$ cat config.mk
export PLATFORM = sky130hd
export DESIGN_NAME = addsub_arbiter
export DESIGN_NICKNAME = d
export VERILOG_FILES = /design/src/rtl/addsub_arbiter.sv
export SDC_FILE = /design/constraint.sdc
export NUM_CORES = 1
export LEC_CHECK = 0
export ABC_AREA = 1
export BUFFER_PORTS_ARGS = -buffer_cell sky130_fd_sc_hd__clkbuf_2
export CORE_ASPECT_RATIO = 0.75
export CORE_MARGIN = 8
export CORE_UTILIZATION = 47
export DETAILED_ROUTE_END_ITERATION = 12
export PLACE_DENSITY = 0.81
export RECOVER_POWER = 25
export SLEW_MARGIN = 20
export SYNTH_ARGS = -nofsm -noshare
export SYNTH_HDL_FRONTEND = slang
export SYNTH_SLANG_ARGS = --single-unit
export TNS_END_PERCENT = 100
$ cat constraint.sdc
create_clock -name clk -period 4.6 [get_ports clk]
set_input_delay 0.46 -clock clk [delete_from_list [all_inputs] [get_ports clk]]
set_output_delay 0.46 -clock clk [all_outputs]
set_load 0.03 [all_outputs]
$ cat src/rtl/addsub_arbiter.sv
// rtl/addsub_arbiter.sv - round-robin arbiter sharing one add/sub datapath among NREQ requesters
// Optional overflow output res_ovf is built when ADDSUB_ARB_OVF_EN is defined.
`timescale 1ns/1ps

module addsub_arbiter #(
  parameter int WIDTH = 8,
  parameter int NREQ  = 4,
  parameter int IDW   = 2
) (
  input  logic                    clk,
  input  logic                    rst,
  input  logic [NREQ-1:0]         req_valid,
  output logic [NREQ-1:0]         req_ready,
  input  logic [NREQ*WIDTH-1:0]   req_x,
  input  logic [NREQ*WIDTH-1:0]   req_y,
  input  logic [NREQ-1:0]         req_sign,
  output logic                    res_valid,
  input  logic                    res_ready,
  output logic [WIDTH-1:0]        res_z,
  output logic [IDW-1:0]          res_id
`ifdef ADDSUB_ARB_OVF_EN
  ,
  output logic                    res_ovf
`endif
);

  typedef enum logic {
    IDLE = 1'b0,
    HOLD = 1'b1
  } state_t;

  state_t           state_q, state_d;
  logic [IDW-1:0]   rr_ptr_q, rr_ptr_d;
  logic [WIDTH-1:0] res_z_q, res_z_d;
  logic [IDW-1:0]   res_id_q, res_id_d;

  logic [IDW-1:0]   hi_id, lo_id, grant_id;
  logic             hi_found, grant_any;
  logic             can_accept, xfer;
  logic [WIDTH-1:0] x_sel, y_sel, z_calc;
  logic             sign_sel;

`ifdef ADDSUB_ARB_OVF_EN
  logic             res_ovf_q, res_ovf_d;
  logic             ovf_calc;
`endif

  // Round-robin search: lowest valid index at or above rr_ptr, else lowest valid overall (wrap).
  always_comb begin
    hi_id     = '0;
    lo_id     = '0;
    hi_found  = 1'b0;
    grant_any = 1'b0;
    for (int i = NREQ - 1; i >= 0; i--) begin
      if (req_valid[i]) begin
        lo_id     = IDW'(i);
        grant_any = 1'b1;
        if (IDW'(i) >= rr_ptr_q) begin
          hi_id    = IDW'(i);
          hi_found = 1'b1;
        end
      end
    end
    grant_id = hi_found ? hi_id : lo_id;
  end

  // Operand mux: route the winning requester's operands into the shared adder.
  always_comb begin
    x_sel    = '0;
    y_sel    = '0;
    sign_sel = 1'b0;
    for (int i = 0; i < NREQ; i++) begin
      if (grant_id == IDW'(i)) begin
        x_sel    = req_x[i*WIDTH +: WIDTH];
        y_sel    = req_y[i*WIDTH +: WIDTH];
        sign_sel = req_sign[i];
      end
    end
  end

  // Shared add/subtract datapath; result wraps modulo 2**WIDTH.
  always_comb begin
    z_calc = sign_sel ? (x_sel - y_sel) : (x_sel + y_sel);
  end

`ifdef ADDSUB_ARB_OVF_EN
  // Signed overflow: add needs equal operand signs, subtract needs differing ones; then result sign flips from x.
  always_comb begin
    ovf_calc = (z_calc[WIDTH-1] != x_sel[WIDTH-1]) &&
               (sign_sel ? (x_sel[WIDTH-1] != y_sel[WIDTH-1])
                         : (x_sel[WIDTH-1] == y_sel[WIDTH-1]));
  end
`endif

  // FSM outputs: one-hot ready for the winner when the result slot can take a new value.
  always_comb begin
    can_accept = (state_q == IDLE) || res_ready;
    res_valid  = (state_q == HOLD);
    for (int i = 0; i < NREQ; i++) begin
      req_ready[i] = !rst && grant_any && can_accept && (grant_id == IDW'(i));
    end
    xfer = |(req_valid & req_ready);
  end

  // FSM next state: a grant always (re)fills the slot; a retire without grant empties it.
  always_comb begin
    state_d = state_q;
    case (state_q)
      IDLE: if (xfer) state_d = HOLD;
      HOLD: begin
        if (xfer)           state_d = HOLD;
        else if (res_ready) state_d = IDLE;
      end
      default: state_d = IDLE;
    endcase
  end

  // Datapath next values: load result and advance priority only on a transfer.
  always_comb begin
    res_z_d  = res_z_q;
    res_id_d = res_id_q;
    rr_ptr_d = rr_ptr_q;
`ifdef ADDSUB_ARB_OVF_EN
    res_ovf_d = res_ovf_q;
`endif
    if (xfer) begin
      res_z_d  = z_calc;
      res_id_d = grant_id;
      rr_ptr_d = (grant_id == IDW'(NREQ - 1)) ? '0 : grant_id + IDW'(1);
`ifdef ADDSUB_ARB_OVF_EN
      res_ovf_d = ovf_calc;
`endif
    end
  end

  // FSM state register.
  always_ff @(posedge clk) begin
    if (rst) begin
      state_q <= IDLE;
    end else begin
      state_q <= state_d;
    end
  end

  // Result and priority registers; a reset discards any held result.
  always_ff @(posedge clk) begin
    if (rst) begin
      res_z_q  <= '0;
      res_id_q <= '0;
      rr_ptr_q <= '0;
`ifdef ADDSUB_ARB_OVF_EN
      res_ovf_q <= 1'b0;
`endif
    end else begin
      res_z_q  <= res_z_d;
      res_id_q <= res_id_d;
      rr_ptr_q <= rr_ptr_d;
`ifdef ADDSUB_ARB_OVF_EN
      res_ovf_q <= res_ovf_d;
`endif
    end
  end

  assign res_z  = res_z_q;
  assign res_id = res_id_q;
`ifdef ADDSUB_ARB_OVF_EN
  assign res_ovf = res_ovf_q;
`endif

endmodule

=== After elaboration in Yosys (flattened, before gate mapping) ===
Cells that the tools add are included.

* Register bits after elaboration: 13
* Logic and storage cells: 69
* Output and inout port bits: 15

* Bitwise logic cells: 2
* Equal/unequal tests: 3
* Magnitude comparators: 4
* Reductions and logical operators: 10
* Multiplexer cells: 43
* Add/subtract/negate cells: 3

{| class="wikitable"
|+ Operators with widths
! kind !! count
|-
| 2-to-1 mux 8 bit || 9
|-
| 2-to-1 mux 2 bit || 14
|-
| 2-to-1 mux 1 bit || 19
|-
| adder 8 bit || 1
|-
| subtractor 8 bit || 1
|-
| logical AND 1 bit || 6
|-
| AND 4 bit || 1
|-
| == test 2 bit (second input constant) || 2
|-
| greater-or-equal comparator 1 x 2 -> 1 bit (first input constant) || 2
|-
| greater-or-equal comparator 2 bit (first input constant) || 2
|-
| OR reduction 4 bit || 1
|-
| adder 2 x 1 -> 2 bit (second input constant) || 1
|-
| == test 2 x 1 -> 1 bit (second input constant) || 1
|-
| logical NOT 2 bit || 1
|-
| case mux 1 bit (2 select lines) || 1
|-
| logical NOT 1 bit || 1
|-
| logical OR 1 bit || 1
|-
| NOT 1 bit || 1
|}

=== Longest topological paths before layout ===
* Word-level depth: 17
* Mapped depth: 30

=== Least setup slack after synthesis ===
Ideal clock, no wire load.

* Kind: input-to-reg
* From: in req_valid[0]
* To: reg res_z_q[6], in the netlist res_z[6]
* Setup time: 0.070 ns
* Buffers on the path: 1
* Data arrival time: 3.621 ns
* Stages on the path: 23
* Slack: 0.909 ns
* Path through: inv_1 > nor3_1 > a21oi_1 > nand2_1 > a21oi_1 > nor3_1 > inv_1 > ha_1 > buf_6 > inv_6 > nor2_2 > nor2_1 > a21oi_4 > ha_1 > o21ai_0 > inv_1 > fa_1 > o21ai_0 > a21oi_1 > nor2_1 > nor2_1 > xor2_1 > a21oi_1

* Longest elaborated chain between the ends: 9
* Elaborated cells between the ends (all ways): 32

{| class="wikitable"
|+ RTL lines
! what !! line !! RTL
|-
| start: declaration || 12 || <nowiki>input logic [NREQ-1:0] req_valid,</nowiki>
|-
| 2-to-1 mux 2 bit or 2-to-1 mux 1 bit (tied branches) || 55 || <nowiki>if (req_valid[i]) begin</nowiki>
|-
| 2-to-1 mux 2 bit (*) || 64 || <nowiki>grant_id = hi_found ? hi_id : lo_id;</nowiki>
|-
| via grant_id[0] || 37 || <nowiki>logic [IDW-1:0] hi_id, lo_id, grant_id;</nowiki>
|-
| logical NOT 2 bit || 73, 100 ||
|-
| 2-to-1 mux 8 bit (4 in a row) || 73 || <nowiki>if (grant_id == IDW'(i)) begin</nowiki>
|-
| adder 8 bit or subtractor 8 bit (tied branches) || 83 || <nowiki>z_calc = sign_sel ? (x_sel - y_sel) : (x_sel + y_sel);</nowiki>
|-
| 2-to-1 mux 8 bit || 83 ||
|-
| end signal: assignment || 155 || <nowiki>res_z_q <= res_z_d;</nowiki>
|-
| end: declaration || 34 || <nowiki>logic [WIDTH-1:0] res_z_q, res_z_d;</nowiki>
|}

Mark *: on every way through the listed nets, which the timed path passes. The rest lies on a longest branch.
A chain may end at the register's enable or synchronous reset.

=== Worst setup path in the final report ===
Ends and elaborated chain as after synthesis.

==> impl_results.md <==
- Hold Path Stages: 2
- Final period demand of the worst path: 4090 ps
- Cell Area, Synth: 1840 um2
- Start of the worst register-to-register path: rr_ptr_q[1]
- Clock net sink count: 13
- Endpoints failing hold: 0
- Sw Ratio: 0.536
- Number of global-route vias before repair: 1989
- Synthesized-area fraction occupied by xor and xnor cells: 0.0570
- Simple-Gate Fraction of Synth Area: 0.305
- Share of flip-flops with an asynchronous set or reset: 0
- Post-Route Setup TNS: 0 ps
- TritonCTS clock tree: done
- Maximum root-to-sink buffer count: 2
- Max-slew violation total from the final report: 0
- Worst setup path start: req_valid[0]
- Number of synthesized register bits: 13
- Synth area leaders: sky130_fd_sc_hd__dfxtp_1 14%, sky130_fd_sc_hd__nand2_1 12%, sky130_fd_sc_hd__a21oi_1 9.0%, sky130_fd_sc_hd__ha_1 8.1%, sky130_fd_sc_hd__inv_1 7.1%
- FP Rows: 19
- Number of nets in the layout: 461
- Critical path data arrival time: 4200 ps
- Routability congestion estimate from global placement: 0.879
- Destination of the worst register-to-register timing path: res_z[6]
- Main combinational cell family by area after synthesis: simple AND/OR/NAND/NOR gates
- CP Capture Type: register
- Mapped Cells: 288
- Number of setup buffers added after CTS: 0
- Quantity of hold-fixing buffers added after cts: 0
- Number of vias after detailed routing: 2104
- GRT Total Usage: 0.169
- Area after detailed placement: 2260 um2
- Outcome: finished, final reports clean
- H-Tree Level Count: 1
- Proportion of layout cells with a drive suffix above 1: 0.315
- Compound-cell area share of the yosys netlist: 0.258
- Number of flops mapped to enable cells by yosys: 0
- Internal power of the cells: 0.536 mW
- Clock transition at the registers of the reported paths: 50 ps
- Post-route design area: 2290 um2
- Global-route wire length before repair: 8830 um
- Die footprint: 6200 um2
- Number of DRC violations after detailed-routing iteration 0: 89
- Fraction of post-synthesis cell area in the top cell type by area: 0.141
- Critical path endpoint: res_z[6]
- Adder-cell share of the synthesized area: 0.0923
- Pin count of the biggest net entering global routing: 23
- Count of cells along the worst register-to-register path: 21
- Number of antenna repair diodes: 0
- Setup Skew: 0.990 ps
- Vias per inst: 4.96
- DR pass1 iterations: 4
- Antenna-violating nets left: 0
- Leakage power of the design: 1.25 nW
- Post-CTS sizing: 0
- Initial core utilization: 0.497
- Dpl hpwl: 4610 um
- Total power divided by cell area: 504 nW/um2
- Core region area: 3710 um2
- Library cell with the largest summed area after synthesis: sky130_fd_sc_hd__dfxtp_1
- Clk network pwr share: 0.085
- Library cell with the highest instance count after synthesis: sky130_fd_sc_hd__nand2_1
- Mean post-synth cell area: 6.40 um2
- Max-cap violations: 0
- Worst-path fanout max: 17
- Pin slew with the least headroom to its limit: 554 ps
- Initial antenna violation count: 0
- Routed len/inst: 12.7 um
- Sequential area share after synthesis: 0.141
- Setup slack on the worst flop-to-flop path: 530 ps
- Hold Slack: 445 ps
- Worst Path Class, Setup: input pin to register
- Io pins: 90
- Logic gate share of total power: 0.782
- Y dimension of the die: 70.2 um
- Maximum resistive drop on vdd: 0.212 mV
- Area overhead of the layout relative to synthesis: 24.4%
- WP data required: 4710 ps
- RSZ-0062 raised after global routing: false
- Floorplan die width: 88.3 um
- Top flip-flop cell by instance count after synthesis: sky130_fd_sc_hd__dfxtp_1
- Share of the cycle needed by the critical path after routing: 0.890
- Final wirelength: 5380 um
- Net load switching power: 0.620 mW
- Synth warnings: 0
- Share of total power in sequential cells: 0.133
- Clock tree root buffer cell: sky130_fd_sc_hd__clkbuf_8
- Number of distinct standard cells referenced by the synthesized netlist: 34
- Finished Layout Cells: 424
- Most frequent cells after synthesis: 61 x sky130_fd_sc_hd__nand2_1, 35 x sky130_fd_sc_hd__inv_1, 33 x sky130_fd_sc_hd__a21oi_1
- Mux share of post-synthesis cell area: 0
- Final design utilization: 0.618
- Clock latency of the later-clocked register in the worst-skew pair: 240 ps
- Remaining routing DRC violations: 0
- Overflow after GRT: 0
- Dpl cells: 420
- Type of element launching the critical path: input pin
- Final setup violation count: 0
- Syn_nets: 376
- Path type of the worst min-delay path: input pin to register
- Input/output buffers: 89
- Normalized max-slew margin: 0.630
- Peak Freq: 244 MHz
- CTS buffer count: 3
[through the flow]
stage	total power [mW]	worst slack (ps)
2_1_floorplan	0.875	909
3_3_place_gp	1.04	535
3_5_place_dp	1.05	324
4_1_cts	1.16	559
5_1_grt	1.29	60.0
6_report	1.16	507
[power groups by stage]
stage / combinational (mW) / clock [mW] / sequential [mW]
floorplan: 0.674 / 0 / 0.200
global placement: 0.884 / 0 / 0.155
detailed placement: 0.899 / 0 / 0.155
CTS: 0.904 / 0.103 / 0.154
global route: 1.02 / 0.113 / 0.157
finish: 0.904 / 0.0983 / 0.153
[state kept, by name, summed over array words and instances (netlist names)]
| signal | count |
|---|---|
| res_id | 2 |
| res_z | 8 |
| res_valid | 1 |
| rr_ptr_q | 2 |
[cell families after synthesis]
group,count (synthesis)
compound gates,78
buf+inv,50
fa+ha+maj,13
simple gates,122
flops,13
xor+xnor,12
[per-layer routing]
layer  track usage  vias to the layer above  share of wire
met4        0.0206                        0         0.0017
met5             0                        -              0
met3        0.0596                        2           0.11
met1         0.225                      907           0.45
met2         0.260                       75           0.44
li1              -                     1120              -
[cell type report]
cell class	count	area (um2)
multi-input combinational	225	1310
inverter	38	150
tap	52	65.1
sequential	13	260
timing repair buffer	92	459
fill	397	1420
clock buffer	4	45.0
[critical path: stages]
cell                       delay [ps]
sky130_fd_sc_hd__clkbuf_2         100
sky130_fd_sc_hd__inv_1             70
sky130_fd_sc_hd__nor3_1           240
sky130_fd_sc_hd__a21oi_1          100
sky130_fd_sc_hd__nand2_1           70
sky130_fd_sc_hd__a21oi_1           40
sky130_fd_sc_hd__nor3_1           280
sky130_fd_sc_hd__inv_1            150
sky130_fd_sc_hd__ha_1             320
sky130_fd_sc_hd__inv_6            170
sky130_fd_sc_hd__nor2_2            40
sky130_fd_sc_hd__nor2_1           170
sky130_fd_sc_hd__a21oi_4          100
sky130_fd_sc_hd__ha_1             280
sky130_fd_sc_hd__o21ai_0          250
sky130_fd_sc_hd__inv_1            100
sky130_fd_sc_hd__fa_1             430
sky130_fd_sc_hd__o21ai_0          340
sky130_fd_sc_hd__a21oi_1          110
sky130_fd_sc_hd__nor2_1           100
sky130_fd_sc_hd__nor2_1            50
sky130_fd_sc_hd__xor2_1           120
sky130_fd_sc_hd__a21oi_1           70
[placed cells by master (no fill, tap or decap), types with 5 or more instances in the layout]
master	synthesis	routed
sky130_fd_sc_hd__nor2_1	31	31
sky130_fd_sc_hd__ha_1	12	12
sky130_fd_sc_hd__a221oi_1	5	5
sky130_fd_sc_hd__clkbuf_1	2	8
sky130_fd_sc_hd__nand3_1	7	7
sky130_fd_sc_hd__a21oi_1	33	33
sky130_fd_sc_hd__nand2_2	6	6
sky130_fd_sc_hd__nand2_1	61	61
sky130_fd_sc_hd__o31ai_1	5	5
sky130_fd_sc_hd__dfxtp_1	13	13
sky130_fd_sc_hd__nand3_2	8	8
sky130_fd_sc_hd__xor2_1	11	11
sky130_fd_sc_hd__o21ai_0	12	12
sky130_fd_sc_hd__o21ai_1	11	11
sky130_fd_sc_hd__clkbuf_2	0	82
sky130_fd_sc_hd__inv_1	35	35
[worst min path at each step]
stage                startpoint     endpoint  slack (ps)
floorplan           rr_ptr_q[0]  rr_ptr_q[0]         450
global placement    rr_ptr_q[0]  rr_ptr_q[0]         490
detailed placement  rr_ptr_q[0]  rr_ptr_q[0]         500
CTS                         rst    res_valid         440
global route                rst  rr_ptr_q[0]         450
finish                      rst    res_valid         450
(Power assumes the default switching activity.)
